**config.mk**
```make
export PLATFORM = sky130hd
export DESIGN_NAME = mem_arbiter
export DESIGN_NICKNAME = d
export VERILOG_FILES = /design/src/rtl/mem_arbiter.sv
export SDC_FILE = /design/constraint.sdc
export NUM_CORES = 1
export LEC_CHECK = 0
export ABC_AREA = 1
export ABC_CLOCK_PERIOD_IN_PS = 9500
export CORE_ASPECT_RATIO = 1.75
export CORE_MARGIN = 2
export CORE_UTILIZATION = 46
export CTS_BUF_LIST = sky130_fd_sc_hd__clkbuf_4
export DETAILED_ROUTE_END_ITERATION = 10
export GPL_TIMING_DRIVEN = 0
export PLACE_DENSITY = 0.9
export SLEW_MARGIN = 20
export SYNTH_ARGS = -nofsm -noshare
export SYNTH_HDL_FRONTEND = slang
export SYNTH_SLANG_ARGS = --single-unit
```
**constraint.sdc**
```tcl
create_clock -name clk -period 9.5 [get_ports clk]
set_clock_uncertainty 0.05 [all_clocks]
set_input_delay 1.9 -clock clk [delete_from_list [all_inputs] [get_ports clk]]
set_output_delay 1.9 -clock clk [all_outputs]
set_load 0.02 [all_outputs]
```
**src/rtl/mem_arbiter.sv**
```systemverilog
// rtl/mem_arbiter.sv - round-robin fetch/data arbiter onto one shared cyc/stb/ack memory bus
// Optional stuck-transaction timeout is compiled in when ARB_TIMEOUT_EN is defined.
module mem_arbiter (
    input  logic        clk,
    input  logic        rst,
    input  logic        if_req_i,
    input  logic [31:0] if_addr_i,
    output logic [31:0] if_data_o,
    output logic        if_ack_o,
    input  logic        d_req_i,
    input  logic        d_we_i,
    input  logic [3:0]  d_sel_i,
    input  logic [31:0] d_addr_i,
    input  logic [31:0] d_wdata_i,
    output logic [31:0] d_rdata_o,
    output logic        d_ack_o,
    output logic        err_o,
    output logic        m_cyc_o,
    output logic        m_stb_o,
    output logic        m_we_o,
    output logic [3:0]  m_sel_o,
    output logic [31:0] m_addr_o,
    output logic [31:0] m_wdata_o,
    input  logic [31:0] m_rdata_i,
    input  logic        m_ack_i,
    output logic        stallreq_o
);
`ifdef ARB_TIMEOUT_EN
    parameter logic [7:0] TIMEOUT_CYC = 8'd255;
`endif

    typedef enum logic [1:0] {IDLE, IF_BUSY, D_BUSY} state_t;

    state_t      state_q, state_d;
    logic        last_q, last_d;        // 1 = last grant went to data port
    logic        m_cyc_q, m_cyc_d;
    logic        m_we_q, m_we_d;
    logic [3:0]  m_sel_q, m_sel_d;
    logic [31:0] m_addr_q, m_addr_d;
    logic [31:0] m_wdata_q, m_wdata_d;
    logic        if_ack_q, if_ack_d;
    logic        d_ack_q, d_ack_d;
    logic        err_q, err_d;
    logic [31:0] if_data_q, if_data_d;
    logic [31:0] d_rdata_q, d_rdata_d;
    logic        if_pend, d_pend, timeout;

    // A level request still high during its own ack cycle is already served.
    assign if_pend = if_req_i & ~if_ack_q;
    assign d_pend  = d_req_i & ~d_ack_q;

`ifdef ARB_TIMEOUT_EN
    logic [7:0] cnt_q, cnt_d;

    always_comb begin
        cnt_d = cnt_q;
        if (state_q == IDLE)
            cnt_d = 8'd0;
        else if (!m_ack_i)
            cnt_d = cnt_q + 8'd1;
    end

    always_ff @(posedge clk or posedge rst) begin
        if (rst) cnt_q <= 8'd0;
        else     cnt_q <= cnt_d;
    end

    assign timeout = (state_q != IDLE) && !m_ack_i && ((cnt_q + 8'd1) == TIMEOUT_CYC);
`else
    assign timeout = 1'b0;
`endif

    always_comb begin
        state_d   = state_q;
        last_d    = last_q;
        m_cyc_d   = m_cyc_q;
        m_we_d    = m_we_q;
        m_sel_d   = m_sel_q;
        m_addr_d  = m_addr_q;
        m_wdata_d = m_wdata_q;
        if_ack_d  = 1'b0;
        d_ack_d   = 1'b0;
        err_d     = 1'b0;
        if_data_d = if_data_q;
        d_rdata_d = d_rdata_q;
        case (state_q)
            IDLE: begin
                if (d_pend && (!if_pend || !last_q)) begin
                    state_d   = D_BUSY;
                    last_d    = 1'b1;
                    m_cyc_d   = 1'b1;
                    m_we_d    = d_we_i;
                    m_sel_d   = d_sel_i;
                    m_addr_d  = d_addr_i;
                    m_wdata_d = d_wdata_i;
                end else if (if_pend) begin
                    state_d   = IF_BUSY;
                    last_d    = 1'b0;
                    m_cyc_d   = 1'b1;
                    m_we_d    = 1'b0;
                    m_sel_d   = 4'hF;
                    m_addr_d  = if_addr_i;
                    m_wdata_d = 32'd0;
                end
            end
            IF_BUSY, D_BUSY: begin
                if (m_ack_i || timeout) begin
                    state_d = IDLE;
                    m_cyc_d = 1'b0;
                    err_d   = ~m_ack_i;
                    if (state_q == IF_BUSY) begin
                        if_ack_d  = 1'b1;
                        if_data_d = m_ack_i ? m_rdata_i : 32'd0;
                    end else begin
                        d_ack_d   = 1'b1;
                        d_rdata_d = m_ack_i ? m_rdata_i : 32'd0;
                    end
                end
            end
            default: state_d = IDLE;
        endcase
    end

    always_ff @(posedge clk or posedge rst) begin
        if (rst) begin
            state_q   <= IDLE;
            last_q    <= 1'b0;
            m_cyc_q   <= 1'b0;
            m_we_q    <= 1'b0;
            m_sel_q   <= 4'd0;
            m_addr_q  <= 32'd0;
            m_wdata_q <= 32'd0;
            if_ack_q  <= 1'b0;
            d_ack_q   <= 1'b0;
            err_q     <= 1'b0;
            if_data_q <= 32'd0;
            d_rdata_q <= 32'd0;
        end else begin
            state_q   <= state_d;
            last_q    <= last_d;
            m_cyc_q   <= m_cyc_d;
            m_we_q    <= m_we_d;
            m_sel_q   <= m_sel_d;
            m_addr_q  <= m_addr_d;
            m_wdata_q <= m_wdata_d;
            if_ack_q  <= if_ack_d;
            d_ack_q   <= d_ack_d;
            err_q     <= err_d;
            if_data_q <= if_data_d;
            d_rdata_q <= d_rdata_d;
        end
    end

    assign m_cyc_o    = m_cyc_q;
    assign m_stb_o    = m_cyc_q;
    assign m_we_o     = m_we_q;
    assign m_sel_o    = m_sel_q;
    assign m_addr_o   = m_addr_q;
    assign m_wdata_o  = m_wdata_q;
    assign if_ack_o   = if_ack_q;
    assign d_ack_o    = d_ack_q;
    assign err_o      = err_q;
    assign if_data_o  = if_data_q;
    assign d_rdata_o  = d_rdata_q;
    assign stallreq_o = (if_req_i & ~if_ack_q) | (d_req_i & ~d_ack_q);

endmodule

```
# Word-level counts from Yosys, hierarchy flattened
# Cells that the tools add are included.
[op_classes]
n_eq_ne = 4
mux = 25
n_bitwise = 7
reduce_logical = 13
[op_table]
columns = ["operator", "count"]
rows = [
  ["two-way mux 32 bit", 4],
  ["two-way mux 1 bit", 14],
  ["AND reduction 3 bit", 3],
  ["two-way mux 4 bit", 2],
  ["two-way mux 2 bit", 3],
  ["NOT 1 bit", 4],
  ["one-hot mux 2 bit (2 select lines)", 1],
  ["AND reduction 2 bit", 2],
  ["nonzero test 2 bit", 2],
  ["!= test 3 bit, second input constant", 1],
  ["bitwise AND 1 bit", 2],
  ["equality test 2 x 1 -> 1 bit, second input constant", 1],
  ["equality test 2 bit, second input constant", 1],
  ["zero test 1 bit", 2],
  ["zero test 2 bit", 1],
  ["!= test 2 bit, second input constant", 1],
  ["one-hot mux 1 bit (2 select lines)", 1],
  ["OR reduction 2 bit", 1],
  ["logical AND 1 bit", 1],
  ["logical OR 1 bit", 1],
  ["OR 1 bit", 1],
]
[totals]
regBits = 140
wordCells = 61
output_inout_bits = 139
input_bits = 138

# Logic depth before layout (Yosys ltp)
[logic_depth]
word_depth = 7
ltp_mapped = 9
depth_no_buf = 7

# Least setup slack after synthesis
# Ideal clock, no wire load.
[synth_timing]
path_type = "input to output"
from = "input if_req_i"
to = "output stallreq_o"
arrival_time_ns = 2.138
path_stages = 2
setup_slack_ns = 5.412
required_ns = 7.550
n_path_buf = 0
cell_sequence = "nand2_1 -> nand2_1"
[synth_via]
elab_chain_len = 2
[synth_rtl]
columns = ["element", "line", "source"]
rows = [
  ["start, declared", "6", "input logic if_req_i,"],
  ["bitwise AND 1 bit", "165", "assign stallreq_o = (if_req_i & ~if_ack_q) | (d_req_i & ~d_ack_q);"],
  ["OR 1 bit", "165", ""],
  ["end, declared", "26", "output logic stallreq_o"],
]
# No other way between the ends.

# Worst setup path after layout
[layout_timing]
from = "input d_req_i"
to = "output stallreq_o"
[layout_via]
elab_chain_len = 2
[layout_rtl]
columns = ["element", "line", "source"]
rows = [
  ["start, declared", "10", "input logic d_req_i,"],
  ["bitwise AND 1 bit", "165", ""],
  ["OR 1 bit", "165", ""],
]
# No other way between the ends.

==> impl_metrics.csv <==
group,metric,value,unit
die,die_area,13700,sq um
die,io_pins,277,
die,coreArea,12400,sq um
cts,hold_buffers,0,
critical_path,worst-endpoint-required,7.55,ns
synth,synth.distinct_cells,21,
critical_path,worst-r2r-cell-count,9,
cts,cts-resized-gates,0,
routing,drc,0,
routing,first_iter_violations,294,
layout,fill_cells,926,
timing,tightest_slew,0.502,ns
synth,synth_top_cells_by_area,"dfrtp_1, nand2_1, o21ai_0, inv_1, nand3_1",
die,rows,54,
placed_design,dpl.hpwl,13800,microns
synth,synth_nets,824,
power_and_ir_drop,clkPwrFrac,12.9,%
cts,clock_sinks,139,
synth,synthArstFlopShare,100,%
layout,drive_gt1_share,6.96,%
critical_path,crit_slowest_cell,"clkdlybuf4s50_1",
critical_path,cp_top_family,"buffers and inverters",
synth,synthCells,683,
power_and_ir_drop,internal_power,1.74,mW
timing,fin_ws,4.32,ns
critical_path,rr_endpoint,"d_rdata_o[13]",
cts,clock_path_buffers,2,
timing,fin_crit_sh,54.6,%
global_route,antenna_found_initial,1,
global_route,grt_pass1_wl,28400,microns
critical_path,rrSetupSlack,7.59,ns
synth,syn_area,5870,sq um
routing,vias,5652,
synth,synth-seq-cells,139,
synth,yosysMostFrequentCell,"nand2_1",
routing,wl,18100,microns
critical_path,crit_fanout,2,
die,dieWidth,89.4,microns
placed_design,preCtsSetupSlack,4.31,ns
cts,clkTransAtPathRegs,0.12,ns
placed_design,gp_congestion,0.875,
critical_path,crit_chain,"clkdlybuf4s50_1 > nand2_1 > nand2_1 > clkdlybuf4s50_1",
timing,clock.fmax,193,MHz
critical_path,max_stage_delay,0.64,ns
power_and_ir_drop,peakVddDrop,0.254,mV
global_route,grt_pass1_vias,5747,
cts,insertion_delay,0.50,ns
layout,fin_cells,1160,
timing,finalCriticalPeriod,5.18,ns
routing,via_per_inst,4.87,
timing,setup_viol,0,
cts,postCtsSetupBuffers,0,
placed_design,dp_cells,1127,
hold_path,holdPathEnd,"m_we_o",
synth,yosysWarnings,0,
layout,synthToLayoutAreaGrowth,56.2,%
timing,hold_viol_final,0,
cts,cts_buffers,17,
flow_run,maxCapViolCount,0,
layout,nNetsFinal,1119,
hold_path,hold_depth,2,
synth,ys.flop_type,"dfrtp_1",
run_status,outcome,"complete, no violations",
hold_path,min_path_type,"register to register",
synth,yosys.area.top_type,"dfrtp_1",
die,initial_utilization,47.2,%
timing,rsz0062_at_grt,"no",
hold_path,min_from,"m_we_o",
power_and_ir_drop,pwr-share-comb,53.5,%
cts,root_buffer,"clkbuf_4",
critical_path,cp_data_arrival_time,3.23,ns
global_route,grt_max_degree,73,
synth,syn_area_per_cell,8.59,sq um
placed_design,portBuffers,275,
cts,cts_tree,"done",
global_route,grt_util_all_layers,27.0,%
timing,relSlewSlack,66.5,%
global_route,overflow,0,
critical_path,critPathLaunchType,"input pin",
power_and_ir_drop,p_seq_share,33.6,%
synth,synth-edff-count,0,
routing,wire_per_inst,15.6,microns
routing,ant_nets,0,
critical_path,cp-end-kind,"output port",
synth,ys_top_cells_by_count,"nand2_1, dfrtp_1, inv_1, o21ai_0, nand3_1",
power_and_ir_drop,netSwitchingFraction,43.2,%
power_and_ir_drop,p_leak,4.54,nW
die,die_h,153,microns
power_and_ir_drop,switching_power,1.33,mW
timing,drv_slew,0,
layout,utilization,73.7,%
critical_path,rr_startpoint,"state_q[0]",
power_and_ir_drop,power_density,335,nW/um^2
synth,netlist.area_leader.share,59.3,%
synth,seq_area_frac_synth,59.3,%
critical_path,critPathBufInv,2,
timing,final.setup.tns,0,ns
cts,htreeDepth,4,
routing,dr.pass1.iters,6,
critical_path,worstSetupPathType,"input pin to output port",
==> logic make-up (layout without fill, tap and decap cells) <==
logic type                 Yosys count  after routing  synth area share, %
other                                1              2               0.0639
and+or+nand+nor                    364            364                 26.1
buffers and inverters              107            415                 8.04
AOI/OAI and AO/OA                   69             69                 5.88
adders and majority gates            3              3                0.640
DFF                                139            139                 59.3
==> final cells by class <==
| type | count | area, sq um | area share [%] |
|---|---|---|---|
| sequential | 139 | 3480 | 38.0 |
| timing repair buffer | 276 | 2780 | 30.3 |
| multi-input combinational | 437 | 1920 | 20.9 |
| inverter | 68 | 263 | 2.87 |
| buffer | 39 | 216 | 2.36 |
| tap | 168 | 210 | 2.29 |
| clock inverter | 15 | 168 | 1.83 |
| clock buffer | 17 | 128 | 1.39 |
| antenna | 1 | 2.50 | 0.0273 |
==> power by group through the flow <==
stage | clock network, mW | logic [mW] | registers [mW]
4_1_cts | 0.409 | 1.65 | 1.03
3_5_place_dp | 0 | 1.65 | 1.04
6_report | 0.397 | 1.64 | 1.03
2_1_floorplan | 0 | 0.497 | 1.37
3_3_place_gp | 0 | 1.61 | 1.02
5_1_grt | 0.432 | 1.77 | 1.06
==> per-stage QoR <==
stage	power, mW	instance area [sq um]	hold WS, ns
final	3.07	9170	0.444
after global routing	3.26	9170	0.461
after CTS	3.09	9160	0.446
after detailed placement	2.69	8870	0.414
after global placement	2.64	8830	0.411
after floorplan	1.86	5870	0.424
==> placed cells by master (no fill, tap or decap), types with 2 or more instances in the layout <==
master             n
buf_1              2
nand3_1           36
inv_2              4
o21ai_0           64
inv_8              5
dfrtp_1          139
clkinvlp_4         2
ha_1               3
clkbuf_4          17
nand3b_1          24
nand2_2            2
clkdlybuf4s50_1  275
o21ai_1            5
buf_6              3
nand2_1          296
buf_4              8
buf_2             14
inv_6              6
nor2_4             2
clkbuf_1          12
inv_1             63
==> sequential cells by signal, indices dropped and copies added (netlist names) <==
name,cells
m_sel_o,4
m_wdata_o,32
m_addr_o,32
d_rdata_o,32
m_we_o,1
d_ack_o,1
last_q,1
m_cyc_o,1
state_q,2
if_ack_o,1
if_data_o,32
==> worst register-to-register path: stages, from the launching register on <==
cell,delay [ns]
dfrtp_1,0.41
inv_1,0.06
ha_1,0.29
inv_2,0.07
nor2_1,0.04
nand2_1,0.06
buf_2,0.22
clkbuf_1,0.43
nand2_1,0.12
o21ai_0,0.10
==> per-layer routing <==
layer	global-route usage, %	vias to the layer above	part of all wire, %	wire [microns]
li1	-	2695	-	-
met1	28.8	2681	35	6440
met2	47.4	219	53	9660
met3	7.83	57	6.6	1210
met4	12.9	0	4.6	833
met5	0	-	0	0
==> worst max-delay path by stage <==
stage | end | slack [ns] | cells after the start | startpoint
2_1_floorplan | d_ack_o | 3.83 | 1 | rst
3_3_place_gp | d_rdata_o[1] | 1.94 | 2 | rst
3_5_place_dp | stallreq_o | 4.31 | 4 | if_req_i
4_1_cts | stallreq_o | 4.31 | 4 | if_req_i
5_1_grt | stallreq_o | 4.24 | 4 | if_req_i
6_report | stallreq_o | 4.32 | 4 | d_req_i
(Power assumes the default switching activity.)
